`config.mk`:
```
export PLATFORM = sky130hd
export DESIGN_NAME = sync_fifo_rd_stream
export DESIGN_NICKNAME = d
export VERILOG_FILES = /design/src/rtl/sync_fifo_rd_stream.sv
export SDC_FILE = /design/constraint.sdc
export NUM_CORES = 1
export LEC_CHECK = 0
export BUFFER_PORTS_ARGS = -buffer_cell sky130_fd_sc_hd__buf_2
export CORE_ASPECT_RATIO = 0.5
export CORE_UTILIZATION = 30
export CTS_CLUSTER_SIZE = 25
export DETAILED_ROUTE_END_ITERATION = 10
export PLACE_DENSITY = 0.51
export SLEW_MARGIN = 20
export SYNTH_ARGS = -nofsm -noshare
export SYNTH_HDL_FRONTEND = slang
export SYNTH_SLANG_ARGS = --single-unit
```
`constraint.sdc`:
```
create_clock -name rd_clk -period 3 [get_ports rd_clk]
set_input_delay 0.15 -clock rd_clk [delete_from_list [all_inputs] [get_ports rd_clk]]
set_output_delay 0.15 -clock rd_clk [all_outputs]
set_load 0.02 [all_outputs]
```
`src/rtl/sync_fifo_rd_stream.sv`:
```
// Read-side adapter: drains a one-cycle-latency synchronous FIFO into a small
// skid buffer and presents the head entry as a valid/ready stream.
module sync_fifo_rd_stream #(
  parameter int c_DATA_WIDTH = 32,
  parameter int c_BUF_DEPTH  = 4,
  parameter int c_CNT_WIDTH  = 32
) (
  input  logic                               rd_clk,
  input  logic                               rd_rst,
  input  logic                               flush,
  output logic                               fifo_rd_en,
  input  logic                               fifo_rd_empty,
  input  logic [c_DATA_WIDTH-1:0]            fifo_rd_data,
  output logic                               m_valid,
  input  logic                               m_ready,
  output logic [c_DATA_WIDTH-1:0]            m_data,
  output logic [$clog2(c_BUF_DEPTH+1)-1:0]   buf_level,
  output logic [c_CNT_WIDTH-1:0]             beat_cnt
);

  localparam int PTR_W = $clog2(c_BUF_DEPTH);
  localparam int LVL_W = $clog2(c_BUF_DEPTH + 1);

  logic [c_DATA_WIDTH-1:0] mem_q [c_BUF_DEPTH];
  logic [PTR_W-1:0]        wptr_q, wptr_d;
  logic [PTR_W-1:0]        rptr_q, rptr_d;
  logic [LVL_W-1:0]        occ_q, occ_d;
  logic                    inflight_q, inflight_d;
  logic [c_CNT_WIDTH-1:0]  beat_cnt_q, beat_cnt_d;

  logic [LVL_W:0]          credit_used;
  logic                    capture;
  logic                    pop;

  function automatic logic [PTR_W-1:0] ptr_inc(input logic [PTR_W-1:0] p);
    return (p == PTR_W'(c_BUF_DEPTH - 1)) ? '0 : p + PTR_W'(1);
  endfunction

  // Credit: buffered words plus the word in flight must leave a free slot.
  always_comb begin
    credit_used = {1'b0, occ_q} + {{LVL_W{1'b0}}, inflight_q};
    fifo_rd_en  = !rd_rst && !flush && !fifo_rd_empty &&
                  (credit_used < (LVL_W+1)'(c_BUF_DEPTH));
    m_valid     = (occ_q != '0);
    m_data      = mem_q[rptr_q];
    buf_level   = occ_q;
    beat_cnt    = beat_cnt_q;
    capture     = inflight_q && !flush;
    pop         = m_valid && m_ready && !flush;
  end

  always_comb begin
    wptr_d     = wptr_q;
    rptr_d     = rptr_q;
    occ_d      = occ_q;
    inflight_d = fifo_rd_en;
    beat_cnt_d = beat_cnt_q;
    if (flush) begin
      wptr_d = '0;
      rptr_d = '0;
      occ_d  = '0;
    end else begin
      if (capture) wptr_d = ptr_inc(wptr_q);
      if (pop) begin
        rptr_d     = ptr_inc(rptr_q);
        beat_cnt_d = beat_cnt_q + c_CNT_WIDTH'(1);
      end
      if (capture && !pop)      occ_d = occ_q + LVL_W'(1);
      else if (pop && !capture) occ_d = occ_q - LVL_W'(1);
    end
  end

  // Control state boundary: pointers, occupancy, in-flight flag, beat counter.
  always_ff @(posedge rd_clk) begin
    if (rd_rst) begin
      wptr_q     <= '0;
      rptr_q     <= '0;
      occ_q      <= '0;
      inflight_q <= 1'b0;
      beat_cnt_q <= '0;
    end else begin
      wptr_q     <= wptr_d;
      rptr_q     <= rptr_d;
      occ_q      <= occ_d;
      inflight_q <= inflight_d;
      beat_cnt_q <= beat_cnt_d;
    end
  end

  // Data boundary: FIFO read data lands in the skid buffer one cycle after the read.
  always_ff @(posedge rd_clk) begin
    if (capture && !rd_rst) mem_q[wptr_q] <= fifo_rd_data;
  end

  a_no_capture_when_full : assert property (
    @(posedge rd_clk) disable iff (rd_rst)
      (inflight_q && !flush) |-> (occ_q != LVL_W'(c_BUF_DEPTH))
  );

endmodule
```
**Word level (Yosys, flattened, before mapping)**

Memory sizes are Yosys's and may differ from the RTL's. A register that Yosys moved wholly into a read port is not among the register bits.
Cells that the tools add are included.

- Flip-flop bits (word level): 40
- Memories kept: 1
- Bits in writable memories: 128
- Output and inout bits: 69
- Logic and storage cells: 42
- Input port bits: 37

Memory list:

| name | depth | width | read ports | clocked after memory_dff | write ports | RTL line | text |
|---|---|---|---|---|---|---|---|
| mem_q | 4 | 32 | 1 | 1 | 1 | 24 | `logic [c_DATA_WIDTH-1:0] mem_q [c_BUF_DEPTH];` |

- Equality and inequality tests: 2
- Muxes and demuxes: 8
- Add/sub/neg operators: 6
- Bitwise gates (word level): 1
- $lt $le $gt $ge: 1
- Reductions and logical operators: 18

Operator list:

| kind | count |
|---|---|
| $add A32 B1 Y32 const B | 1 |
| $logic_and A1 B1 Y1 | 9 |
| $mux W2 | 4 |
| $mux W3 | 2 |
| $logic_not A1 Y1 | 5 |
| $add A2 B1 Y2 const B | 2 |
| $add A3 B1 Y4 | 1 |
| $eq A2 B2 Y1 const B | 2 |
| $lt A4 B3 Y1 const B | 1 |
| $add A3 B1 Y3 const B | 1 |
| $reduce_bool A3 Y1 | 1 |
| $sub A3 B1 Y3 const B | 1 |
| $mux W1 | 2 |
| $reduce_and A2 Y1 | 1 |
| $reduce_bool A2 Y1 | 1 |
| $reduce_or A2 Y1 | 1 |
| $not A1 Y1 | 1 |

**Depth between registers and ports, before layout**

- Word-level depth: 6
- Depth in mapped cells: 10
- Depth with buffers taken out: 9

**Worst setup path before layout**

Ideal clock, no wire load.

- Kind: reg-to-reg
- Start: register occ_q[0] (netlist: buf_level[0])
- End: register occ_q[2] (netlist: buf_level[2])
- Cell stages (with the launch flop): 11
- Slack: 0.608 ns
- Data required time: 2.930 ns
- Setup time: 0.070 ns
- Path buffers: 1
- Clock period less this slack: 2.392 ns
- Data arrival time: 2.322 ns
- Path through: dfxtp_1 nor3_1 buf_2 inv_1 nand2_1 ha_1 inv_1 fa_1 xor2_1 or3_1 a21oi_1

- Word-level cells in the longest chain between the ends: 6
- Elaborated cells between the ends (all ways): 11
- Those cells by class: add/sub: 2; mux: 2; reduce/logical: 7

Ends and longest elaborated chain:

| item | RTL line | text |
|---|---|---|
| from (decl) | 27 | `logic [LVL_W-1:0] occ_q, occ_d;` |
| from (signal assigned) | 78 | `occ_q <= '0;` |
| from (signal assigned) | 84 | `occ_q <= occ_d;` |
| $reduce_bool A3 Y1 * | 44 | `m_valid = (occ_q != '0);` |
| named net m_valid | 14 | `output logic m_valid,` |
| $logic_and A1 B1 Y1 * (2 in series) | 49 | `pop = m_valid && m_ready && !flush;` |
| $logic_not A1 Y1 | 68 | `if (capture && !pop) occ_d = occ_q + LVL_W'(1);` |
| $logic_and A1 B1 Y1 | 68 |  |
| $mux W3 / $reduce_bool A2 Y1 (equally long branches) | n/a |  |

Mark *: on every way through the listed nets, which the timed path passes. The rest lies on a longest branch. The select of a mux whose other input is x is not followed.
A chain may end at the register's enable or synchronous reset.

**Worst setup path after layout**

- Start: register occ_q[0] (netlist: buf_level[0])
- End: register beat_cnt_q[23] (netlist: beat_cnt[23])

- Word-level cells in the longest chain between the ends: 4

Ends and longest elaborated chain:

| item | RTL line | text |
|---|---|---|
| $reduce_bool A3 Y1 | 44 |  |
| $logic_and A1 B1 Y1 (2 in series) | 49 |  |
| $reduce_and A2 Y1 (no line) | n/a |  |
| to (signal assigned) | 86 | `beat_cnt_q <= beat_cnt_d;` |
| to (decl) | 29 | `logic [c_CNT_WIDTH-1:0] beat_cnt_q, beat_cnt_d;` |

Every way passes these cells.

==> results.txt <==
Layout net count: 610
Avg Cell Area, Syn: 16.1 sq um
Clock Latency Late Sink: 420 ps
Post-Synth XOR/XNOR Area: 1.30%
Final non-filler cell total: 877
Total iterations of the first detailed-routing run: 4
Rows: 38
Power per Cell Area: 555 nW/um^2
IO buf count: 105
Mapped Cells: 417
Global routing usage on met1: 17.3%
Layout cells sized above 1: 32.8%
H-tree depth reported by CTS: 4
First-pass GRT wire length: 22,500 um
VDD IR max: 0.346 mV
CP Data Required Time: 3350 ps
Switching Share: 20.9%
Ys Warns: 0
Drt wl/cell: 16.4 um
Comb pwr share: 3.1%
Hold Slack: 230 ps
Syn-to-layout area delta: 27.0%
Leading post-synthesis cells by cell area: edfxtp_1 57%, dfxtp_1 12%, mux4_2 11%
Remaining global-route overflow: 0
Inst Count DP: 813
Die ar.: 23,100 sq um
Die Y: 108 um
Total global-route track usage: 13.1%
Starting Density: 30.8%
Sequential area share after synthesis: 69.6%
CTS root buf: clkbuf_16
Largest area contributor in the netlist: edfxtp_1
Maxcap violations: 0
Synth Area in Compound Gates: 3.38%
GP Congestion: 0.743
Worst Setup Start Kind: register
R2r worst-path depth: 5
Worst setup path start: buf_level[0]
Status: completed
Most frequent cells in the layout: 128 x edfxtp_1, 105 x buf_2, 40 x dfxtp_1
Flop pwr share: 53.5%
CTS tree: built
Post-Route WL: 14,400 um
Slew headroom: 58.5%
Min-delay worst type: input pin to register
Setup crit end: beat_cnt[23]
Fmax: 422 MHz
Fin. Hold Viols: 0
Clock share of power: 43.4%
Initial antenna violation count: 0
Worst reg-to-reg setup slack: 630 ps
Fraction of the mapped netlist area in adder cells: 1.60%
Unique masters post-synth: 34
Int Pwr: 3.75 mW
Largest net degree at the start of global routing: 40
CTS Buf Count: 17
Total power: 4.74 mW
Die Wd: 214 um
Hpwl dp: 9170 um
Commonest non-fill, non-tap cell in the layout: edfxtp_1
Capturing point of the worst reg2reg path: beat_cnt[23]
# IOs: 106
Mapped Area: 6730 sq um
Worst R2R Start: buf_level[0]
Post-CTS Setup Bufs: 0
Final core occ: 39.2%
Final setup TNS: 0 ps
Antenna diode count: 0
RSZ-0062 raised after global routing: no
Crit path DAT: 2720 ps
Synth top area share: 57.1%
Fin crit share: 79.0%
Met2 Use GR: 20.9%
Routing usage on met3: 3.62%
Yosys reg bits: 170
Max-slew violation count: 0
Leakage power: 2.92 nW
Net Switching: 991 uW
Clk buf depth: 2
Final critical-path required period: 2370 ps
Post-synthesis mux area share: 12.0%
Clock sink total: 170
Mapped Nets: 462
DRC violations left: 0
Worst-margin pin slew: 623 ps
Critical hold path startpoint: m_ready
Vias per inst: 4.68
Setup crit end kind: register
Core outline area: 21,800 sq um
Largest family of logic cells by synthesized area: multiplexers
Final setup viols: 0
Initial DRC Count: 179
Vias in the first global route: 4,120
Hold path cells: 5
Critical path class: register to register
GRT busiest layer: met2
Max FO, Critical Path: 19
Routed vias: 4,103
Simple-Gate Fraction of Synth Area: 10.5%
Clock transition at the registers of the reported paths: 60 ps
Post-DRT Antenna Nets: 0
Skew final: 8.05 ps
==> state kept, by name, indices dropped and copies added (netlist names), named ones only <==
register	cells
buf_level	3
mem_q	128
wptr_q	2
inflight_q	1
beat_cnt	32
rptr_q	2
==> power by group through the flow <==
stage          Clock [mW]  Sequential, mW  Combinational (mW)
2_1_floorplan           0            2.59              0.0484
3_3_place_gp            0            2.59               0.111
3_5_place_dp            0            2.59               0.115
4_1_cts              2.12            2.54               0.150
5_1_grt              2.21            2.54               0.163
6_report             2.06            2.54               0.148
==> layer usage <==
layer	vias up	routed length (um)
li1	1955	-
met2	68	6690
met4	0	190
met3	14	621
met5	-	0
met1	2066	6850
==> logic make-up after synthesis <==
logic type / after synthesis
DFF: 170
and+or+nand+nor: 122
AOI/OAI and AO/OA: 40
muxes: 40
buffers and inverters: 27
xor gates and xnor gates: 10
adders and majority gates: 8
==> critical path, cell delays in order (launching register included) <==
cell	delay [ps]
dfxtp_1	420
nor3_1	100
buf_4	170
or4_1	840
or4_1	600
a21oi_1	150
==> through the flow <==
stage	worst slack (ps)	area, sq um
2_1_floorplan	608	6730
3_3_place_gp	697	7670
3_5_place_dp	659	7670
4_1_cts	613	8550
5_1_grt	506	8550
6_report	629	8550
==> synthesized netlist by cell type (all sizes together) <==
cell,instances
edfxtp,128
dfxtp,42
mux4,32
a21oi,22
nor2,21
nand2,15
or4,15
nand4,13
clkbuf,11
o31ai,11
inv,9
nand3,9
nor3,9
or3,9
and3,7
buf,7
ha,7
o21ai,7
mux2,6
nor4,6
xor2,6
and4,5
nor2b,5
xnor2,4
nand4b,3
mux2i,2
and2,1
and2b,1
fa,1
nand2b,1
nor4b,1
or2,1
==> worst min-delay path by stage <==
| stage | end | slack [ps] |
|---|---|---|
| after global routing | beat_cnt[4] | 230 |
| final | beat_cnt[4] | 230 |
| after global placement | inflight_q | 340 |
| after detailed placement | inflight_q | 340 |
| after floorplan | inflight_q | 230 |
| after CTS | beat_cnt[4] | 200 |
==> area by class of cell <==
cell class	instances	area (sq um)
fill	2045	13300
sequential	170	4690
multi-input combinational	220	1940
timing repair buffer	147	961
clock buffer	19	433
tap	300	375
clock inverter	12	115
inverter	9	33.8
==> timing repair <==
action / CTS / global route
resized for setup: 0 / 0
hold buffers: 33 / 0
endpoints found under the hold margin: 129 / 0
Power figures use the tool's default switching activity.
